File: src/rtl/video_timing_gen_pkg.sv
// Shared timing defaults, pattern codes and colour constants for the video timing generator.
package video_timing_gen_pkg;

  localparam int unsigned DEF_H_ACTIVE = 640;
  localparam int unsigned DEF_H_FP     = 16;
  localparam int unsigned DEF_H_SYNC   = 96;
  localparam int unsigned DEF_H_BP     = 48;
  localparam int unsigned DEF_V_ACTIVE = 480;
  localparam int unsigned DEF_V_FP     = 10;
  localparam int unsigned DEF_V_SYNC   = 2;
  localparam int unsigned DEF_V_BP     = 33;

  localparam int unsigned H_CNT_W = 11;
  localparam int unsigned V_CNT_W = 10;
  localparam int unsigned FRAME_W = 8;
  localparam int unsigned COLOR_W = 24;
  localparam int unsigned H_MAX   = 2048;
  localparam int unsigned V_MAX   = 1024;

  typedef enum logic [1:0] {
    PAT_BARS  = 2'd0,
    PAT_GRAD  = 2'd1,
    PAT_CHECK = 2'd2,
    PAT_SOLID = 2'd3
  } pattern_e;

  typedef struct packed {
    logic [7:0] b;
    logic [7:0] g;
    logic [7:0] r;
  } bgr_t;

  localparam bgr_t BGR_WHITE   = 24'hFFFFFF;
  localparam bgr_t BGR_YELLOW  = 24'h00FFFF;
  localparam bgr_t BGR_CYAN    = 24'hFFFF00;
  localparam bgr_t BGR_GREEN   = 24'h00FF00;
  localparam bgr_t BGR_MAGENTA = 24'hFF00FF;
  localparam bgr_t BGR_RED     = 24'h0000FF;
  localparam bgr_t BGR_BLUE    = 24'hFF0000;
  localparam bgr_t BGR_BLACK   = 24'h000000;

  // Colour of bar idx, left to right; the last bar (and anything past it) is black.
  function automatic bgr_t bar_color(input logic [2:0] idx);
    bgr_t c;
    case (idx)
      3'd0:    c = BGR_WHITE;
      3'd1:    c = BGR_YELLOW;
      3'd2:    c = BGR_CYAN;
      3'd3:    c = BGR_GREEN;
      3'd4:    c = BGR_MAGENTA;
      3'd5:    c = BGR_RED;
      3'd6:    c = BGR_BLUE;
      default: c = BGR_BLACK;
    endcase
    return c;
  endfunction

endpackage

File: src/rtl/video_timing_gen_tpg.sv
// Test-pattern source: one register stage from pipelined coordinates to blanked BGR pixel.
module video_timing_gen_tpg
  import video_timing_gen_pkg::*;
#(
  parameter int unsigned H_ACTIVE = DEF_H_ACTIVE
) (
  input  logic                 clk,
  input  logic                 rst,
  input  logic                 de,
  input  logic [H_CNT_W-1:0]   x,
  input  logic [7:0]           y,
  input  logic [FRAME_W-1:0]   frame,
  input  pattern_e             pattern,
  input  logic [COLOR_W-1:0]   color,
  output logic [COLOR_W-1:0]   bgr
);

  localparam int unsigned BAR_W = H_ACTIVE / 8;

  logic [2:0] bar_idx;
  bgr_t       pix;

  // Bar index by threshold compare; avoids a divider on the pixel path.
  always_comb begin
    bar_idx = 3'd0;
    for (int unsigned i = 1; i < 8; i++) begin
      if (x >= H_CNT_W'(i * BAR_W)) bar_idx = 3'(i);
    end
  end

  always_comb begin
    pix = BGR_BLACK;
    case (pattern)
      PAT_BARS:  pix = bar_color(bar_idx);
      PAT_GRAD:  pix = '{b: frame, g: y, r: x[7:0]};
      PAT_CHECK: pix = (x[5] ^ y[5]) ? BGR_WHITE : BGR_BLACK;
      PAT_SOLID: pix = bgr_t'(color);
      default:   pix = BGR_BLACK;
    endcase
  end

  always_ff @(posedge clk or posedge rst) begin
    if (rst) bgr <= '0;
    else     bgr <= de ? COLOR_W'(pix) : '0;
  end

endmodule

File: src/rtl/video_timing_gen.sv
// Pixel-clock video timing generator: counters, region decode and sync, feeding the test-pattern stage.
module video_timing_gen
  import video_timing_gen_pkg::*;
#(
  parameter int unsigned H_ACTIVE = DEF_H_ACTIVE,
  parameter int unsigned H_FP     = DEF_H_FP,
  parameter int unsigned H_SYNC   = DEF_H_SYNC,
  parameter int unsigned H_BP     = DEF_H_BP,
  parameter int unsigned V_ACTIVE = DEF_V_ACTIVE,
  parameter int unsigned V_FP     = DEF_V_FP,
  parameter int unsigned V_SYNC   = DEF_V_SYNC,
  parameter int unsigned V_BP     = DEF_V_BP,
  parameter bit          HS_POL   = 1'b0,
  parameter bit          VS_POL   = 1'b0
) (
  input  logic                 i_pxlclk,
  input  logic                 i_rst,
  input  logic [1:0]           i_pattern,
  input  logic [COLOR_W-1:0]   i_color,
  output logic                 o_hs,
  output logic                 o_vs,
  output logic                 o_de,
  output logic [COLOR_W-1:0]   o_bgr,
  output logic [H_CNT_W-1:0]   o_x,
  output logic [V_CNT_W-1:0]   o_y,
  output logic                 o_sof
);

  localparam int unsigned H_TOTAL  = H_ACTIVE + H_FP + H_SYNC + H_BP;
  localparam int unsigned V_TOTAL  = V_ACTIVE + V_FP + V_SYNC + V_BP;
  localparam int unsigned HS_START = H_ACTIVE + H_FP;
  localparam int unsigned HS_END   = HS_START + H_SYNC;
  localparam int unsigned VS_START = V_ACTIVE + V_FP;
  localparam int unsigned VS_END   = VS_START + V_SYNC;

  if (H_TOTAL > H_MAX || V_TOTAL > V_MAX) begin : g_size_check
    $error("video_timing_gen: H_TOTAL must be <= 2048 and V_TOTAL <= 1024");
  end

  logic [H_CNT_W-1:0] h;
  logic [V_CNT_W-1:0] v;
  logic [FRAME_W-1:0] frame;
  pattern_e           pat_q;
  logic [COLOR_W-1:0] color_q;

  logic h_active, v_active, h_sync, v_sync, at_origin;

  logic               s1_hs, s1_vs, s1_de, s1_sof;
  logic [H_CNT_W-1:0] s1_x;
  logic [V_CNT_W-1:0] s1_y;
  logic [FRAME_W-1:0] s1_frame;
  pattern_e           s1_pat;
  logic [COLOR_W-1:0] s1_color;

  // Raster counters and frame counter.
  always_ff @(posedge i_pxlclk or posedge i_rst) begin
    if (i_rst) begin
      h     <= '0;
      v     <= '0;
      frame <= '0;
    end else if (h == H_CNT_W'(H_TOTAL - 1)) begin
      h <= '0;
      if (v == V_CNT_W'(V_TOTAL - 1)) begin
        v     <= '0;
        frame <= frame + FRAME_W'(1);
      end else begin
        v <= v + V_CNT_W'(1);
      end
    end else begin
      h <= h + H_CNT_W'(1);
    end
  end

  always_comb begin
    h_active  = (h < H_CNT_W'(H_ACTIVE));
    v_active  = (v < V_CNT_W'(V_ACTIVE));
    h_sync    = (h >= H_CNT_W'(HS_START)) && (h < H_CNT_W'(HS_END));
    v_sync    = (v >= V_CNT_W'(VS_START)) && (v < V_CNT_W'(VS_END));
    at_origin = (h == '0) && (v == '0);
  end

  // Pattern selection is sampled only at the frame origin so a frame never tears.
  always_ff @(posedge i_pxlclk or posedge i_rst) begin
    if (i_rst) begin
      pat_q   <= PAT_BARS;
      color_q <= '0;
    end else if (at_origin) begin
      pat_q   <= pattern_e'(i_pattern);
      color_q <= i_color;
    end
  end

  // Decode stage.
  always_ff @(posedge i_pxlclk or posedge i_rst) begin
    if (i_rst) begin
      s1_hs    <= 1'b0;
      s1_vs    <= 1'b0;
      s1_de    <= 1'b0;
      s1_sof   <= 1'b0;
      s1_x     <= '0;
      s1_y     <= '0;
      s1_frame <= '0;
      s1_pat   <= PAT_BARS;
      s1_color <= '0;
    end else begin
      s1_hs    <= h_sync;
      s1_vs    <= v_sync;
      s1_de    <= h_active && v_active;
      s1_sof   <= at_origin;
      s1_x     <= h;
      s1_y     <= v;
      s1_frame <= frame;
      s1_pat   <= at_origin ? pattern_e'(i_pattern) : pat_q;
      s1_color <= at_origin ? i_color : color_q;
    end
  end

  // Output stage, aligned with the pixel register inside the pattern source.
  always_ff @(posedge i_pxlclk or posedge i_rst) begin
    if (i_rst) begin
      o_hs  <= ~HS_POL;
      o_vs  <= ~VS_POL;
      o_de  <= 1'b0;
      o_sof <= 1'b0;
      o_x   <= '0;
      o_y   <= '0;
    end else begin
      o_hs  <= s1_hs ? HS_POL : ~HS_POL;
      o_vs  <= s1_vs ? VS_POL : ~VS_POL;
      o_de  <= s1_de;
      o_sof <= s1_sof;
      o_x   <= s1_x;
      o_y   <= s1_y;
    end
  end

  video_timing_gen_tpg #(
    .H_ACTIVE (H_ACTIVE)
  ) u_tpg (
    .clk     (i_pxlclk),
    .rst     (i_rst),
    .de      (s1_de),
    .x       (s1_x),
    .y       (s1_y[7:0]),
    .frame   (s1_frame),
    .pattern (s1_pat),
    .color   (s1_color),
    .bgr     (o_bgr)
  );

endmodule

File: config.mk
export PLATFORM = sky130hd
export DESIGN_NAME = video_timing_gen
export DESIGN_NICKNAME = d
export VERILOG_FILES = /design/src/rtl/video_timing_gen_pkg.sv /design/src/rtl/video_timing_gen_tpg.sv /design/src/rtl/video_timing_gen.sv
export SDC_FILE = /design/constraint.sdc
export NUM_CORES = 1
export LEC_CHECK = 0
export BUFFER_PORTS_ARGS = -buffer_cell sky130_fd_sc_hd__buf_2
export CORE_UTILIZATION = 45
export CTS_CLUSTER_DIAMETER = 80
export DETAILED_ROUTE_END_ITERATION = 16
export GPL_ROUTABILITY_DRIVEN = 0
export PLACE_DENSITY = 0.65
export SLEW_MARGIN = 10
export SYNTH_ARGS = -nofsm -noshare
export SYNTH_HDL_FRONTEND = slang
export SYNTH_SLANG_ARGS = --single-unit
File: constraint.sdc
create_clock -name i_pxlclk -period 10 [get_ports i_pxlclk]
set_input_delay 1 -clock i_pxlclk [delete_from_list [all_inputs] [get_ports i_pxlclk]]
set_output_delay 1 -clock i_pxlclk [all_outputs]
set_load 0.05 [all_outputs]
**Word-level counts from Yosys, hierarchy flattened**

Index checks and enable logic that the tools add are counted.

- $add $sub $neg: 3
- $lt $le $gt $ge: 13
- Eq/ne operators: 11
- Mux-type cells: 15
- Bitwise operators: 1
- Reduce and logical (&&, ||, !) cells: 9

Operator list:

| cell | number |
|---|---|
| $pmux W24 S7 | 1 |
| $pmux W24 S4 | 1 |
| $mux W24 | 2 |
| $ge A11 B9 Y1 const B | 3 |
| $ge A11 B10 Y1 const B | 2 |
| $ge A11 B8 Y1 const B | 2 |
| $lt A11 B10 Y1 const B | 2 |
| $lt A10 B9 Y1 const B | 2 |
| $mux W3 | 4 |
| $add A11 B1 Y11 const B | 1 |
| $eq A11 B10 Y1 const B | 1 |
| $ge A11 B7 Y1 const B | 1 |
| $logic_not A11 Y1 | 1 |
| $mux W11 | 1 |
| $add A10 B1 Y10 const B | 1 |
| $eq A10 B10 Y1 const B | 1 |
| $ge A10 B9 Y1 const B | 1 |
| $logic_not A10 Y1 | 1 |
| $mux W10 | 1 |
| $eq A3 B3 Y1 const B | 3 |
| $add A8 B1 Y8 const B | 1 |
| $eq A3 B2 Y1 const B | 2 |
| $eq A2 B2 Y1 const B | 2 |
| $logic_and A1 B1 Y1 | 4 |
| other kinds (8) | 11 |

- Bits in registers: 137
- Input port bits: 28
- Output and inout port bits: 49

**Longest topological paths before layout**

- Word-level depth: 12
- Gate-level depth with buffers: 7
- Depth with buffers taken out: 6

**Hierarchy**

A second synthesis with hierarchy kept.

- Cell total of the unflattened synthesis: 438
- Area, all modules: 5459.0 µm²

Modules (own cells, without submodules):

| module | times used | cells an instance | area each (µm²) |
|---|---|---|---|
| video_timing_gen | 1 | 279 | 4018.9 |
| video_timing_gen_tpg | 1 | 159 | 1440.1 |

**Least setup slack after synthesis**

Ideal clock, no wire load.

- Path kind: flip-flop to flip-flop
- From: register h[5]
- To: register s1_color[0]
- Library setup time: 0.125 ns
- Arrival time: 2.273 ns
- Required time: 9.875 ns
- Slack: 7.602 ns
- Cell stages (with the launch flop): 7
- Path buffers: 2
- Cells stage by stage: dfrtp_1 -> buf_6 -> or4_4 -> or4_4 -> nor3_4 -> buf_6 -> mux2_2

- Word-level cells in the longest chain between the ends: 2

Ends and longest elaborated chain:

| what | RTL line | text |
|---|---|---|
| start: declaration | video_timing_gen.sv:40 | `logic [H_CNT_W-1:0] h;` |
| start signal: assignment | video_timing_gen.sv:70 | `h <= h + H_CNT_W'(1);` |
| $logic_not A11 Y1 | video_timing_gen.sv:79 | `at_origin = (h == '0) && (v == '0);` |
| $logic_and A1 B1 Y1 | video_timing_gen.sv:79 |  |
| end signal: assignment | video_timing_gen.sv:114 | `s1_color <= at_origin ? i_color : color_q;` |
| end: declaration | video_timing_gen.sv:53 | `logic [COLOR_W-1:0] s1_color;` |

Every way passes these cells.
A chain may end at the register's enable or synchronous reset.

**Worst setup path in the final report**

- From: register h[5]
- To: register s1_color[16]

The elaborated chain is that of the path after synthesis.

==> impl_metrics.ini <==
[setup_path]
path_class = register to register
critPathLaunchType = register
reg2reg_from = h[5]
setup.worst_path.start = h[5]
cp_max_fo = 26
crit_arrival_ps = 2790
crit_path_end_kind = register
worstPathRequired_ps = 10280

[synthesis]
synth_most_common_cell = dfrtp_1
ys_types = 42
synth_edf_count = 0
synth_area_leaders = dfrtp_1 64%, mux2_2 6.0%, a21oi_1 4.1%, a221oi_1 2.8%, inv_1 2.1%
yosysTopAreaCellShare_pct = 63.77
yosys.area.top_type = dfrtp_1
ys_seq_elements = 137
synth_compound_area_share_pct = 10.18
synth_xor_area_share_pct = 3.141
yosysSeqAreaShare_pct = 64.76
syn_area_per_cell_um2 = 12.46
syn_nets = 458
synthMuxAreaShare_pct = 5.952
async_flop_share_pct = 100.0
synth_fa_ha_area_share_pct = 1.559
synth_top_family_by_area = simple AND/OR/NAND/NOR gates
syn_area_mm2 = 0.005298
synth_common_cells = 135 x dfrtp_1, 43 x a21oi_1, 29 x inv_1, 28 x mux2_2, 23 x nand2_1
synthSimpleGateAreaFrac_pct = 10.20
ys_warn_count = 0
ys.flop_type = dfrtp_1
synthCells = 425

[layout]
finalInstanceArea_mm2 = 0.006435
area_growth_syn_to_layout_pct = 21.47
fin_util_pct = 56.12
nets = 535
drive_gt1_share_pct = 28.74
diodes = 0

[routing]
drt_iter0_drc = 205
drc = 0
vias = 3503
wl_mm = 10.08
antenna_left = 0
vias_per_cell = 5.324
drtPass1Iterations = 4
wl_per_cell_um = 15.33

[sta]
worstMarginPinSlew_ps = 883.8
setup_viol = 0
post-route-period-util_pct = 25.09
rsz0062_at_grt = false
final-hold-violation-count = 0
fin_skew_ps = 8.124
setup_tns_ps = 0
final_max_slew_viol_count = 0
min_period_ps = 2509
slew_headroom_pct = 40.91
timing.fmax_ghz = 0.3985

[floorplanning]
die-area_mm2 = 0.01221
rows = 39
io_pins = 77
core_area_mm2 = 0.01147
fp.dieH_um = 110.5
start_util_pct = 46.20
die_w_um = 110.5

[cts]
clock_latency_ps = 410
ctsResizeCount = 0
clk_pin_slew_ps = 50
cts_tree = done
postCtsSetupRepairBufs = 0
htreeDepth = 4
cts.path.max_buffers = 2
cts_sinks = 137
cts_root_buffer = clkbuf_16
cts_made_buffers = 17
hold_buffers = 0

[power]
p_per_area_mw_per_mm2 = 204.5
vdd_drop_max_v = 0.0001190
internal_power_mw = 1.033
switching_power_uw = 282.6
leakage_nw = 2.999
pwr-share-clk_pct = 50.3
power_frac_seq_pct = 43.5
finalPower_mw = 1.316
power.share.switching_pct = 21.48
comb_power_share_pct = 6.1

[min_path]
hp-class = register to register
hold_start = s1_sof

[placed_design]
dpl_cell_area_mm2 = 0.005787
port_buffers = 76
dpl.hpwl_mm = 6.757

[job]
cap_violations = 0

[global_routing]
grt_overflow = 0
antenna_found_initial = 0
grt_pass1_wl_mm = 17.31
grt_usage_pct = 17.95
grt_pass1_vias = 3476
grt_max_degree = 76

[status]
status = complete, no violations
[state kept, by name, indices dropped and copies added, names as in the netlist, 2 cells and up]
name / cells
frame: 8
h: 11
o_x: 11
o_y: 10
s1_color: 24
s1_frame: 8
s1_pat: 2
s1_x: 11
s1_y: 10
u_tpg.bgr: 24
v: 10
[per-layer routing]
metal / up-vias / part of all wire, % / GRT usage [%]
met5: - / 0 / 0
met4: 0 / 1.7 / 8.089
met3: 16 / 3.6 / 4.171
met2: 86 / 47 / 26.63
met1: 1741 / 47 / 25.23
li1: 1660 / - / -
[per-stage QoR]
step           std cells  worst slack (ps)  hold slack [ps]
6_report             658              7491            355.7
5_1_grt              658              7400            358.1
4_1_cts              658              7485            357.3
3_5_place_dp         626              7346            336.2
3_3_place_gp         626              7380            341.7
2_1_floorplan        425              5336            331.2
[cell usage in the layout (no fill, tap or decap), types with 3 or more instances in the layout]
master / n
o21ai_0: 8
a21oi_1: 43
xnor2_1: 9
nand2_1: 23
nand3_1: 15
buf_4: 5
clkbuf_8: 4
buf_2: 76
ha_1: 5
clkinv_2: 3
clkbuf_16: 17
and4_1: 3
mux2_2: 28
nand4_1: 9
inv_1: 28
a21o_1: 3
nor2_1: 10
o2bb2ai_1: 8
nor4_1: 6
bufinv_16: 4
dfrtp_1: 135
xor2_1: 10
and2_1: 4
and3_1: 6
a221oi_1: 17
nor3_1: 8
[layout make-up]
cell class              count  area, um2
clock buffers              21      480.5
clock inverters            11      167.7
fillers                   931       5032
inverters                  30      115.1
multi-input cells         235       1644
flip-flops and latches    137       3431
well taps                 143      178.9
repair buffers             81      417.9
[critical path, cell delays in order (launching register included)]
cell and delay, ps:
dfrtp_1 480, or4_4 580, or4_4 450, nor3_4 110
buf_4 360, mux2_2 390
[worst paths after layout]
kind / end / slack [ps] / depth (start not counted)
max: s1_color[16] / 7490 / 5
min: o_sof / 360 / 0
max reg2reg: s1_color[16] / 7490 / 5
min reg2reg: o_sof / 360 / 0
max in group asynchronous: u_tpg.bgr[17] / 7900 / 3
min in group asynchronous: h[0] / 730 / 2
[logic make-up after synthesis]
family / Yosys count
AOI/OAI and AO/OA: 84
xor gates and xnor gates: 19
adders and majority gates: 7
buffers and inverters: 53
DFF: 137
muxes: 28
and+or+nand+nor: 97
[power groups by stage]
stage               clock network [mW]  registers, mW  logic (mW)
global route                     0.702          0.574      0.0874
finish                           0.662          0.573      0.0809
CTS                              0.675          0.573      0.0820
global placement                     0          0.582      0.0807
floorplan                            0          0.612      0.0307
detailed placement                   0          0.583      0.0817
No activity file was read; power rests on OpenSTA's default activity.
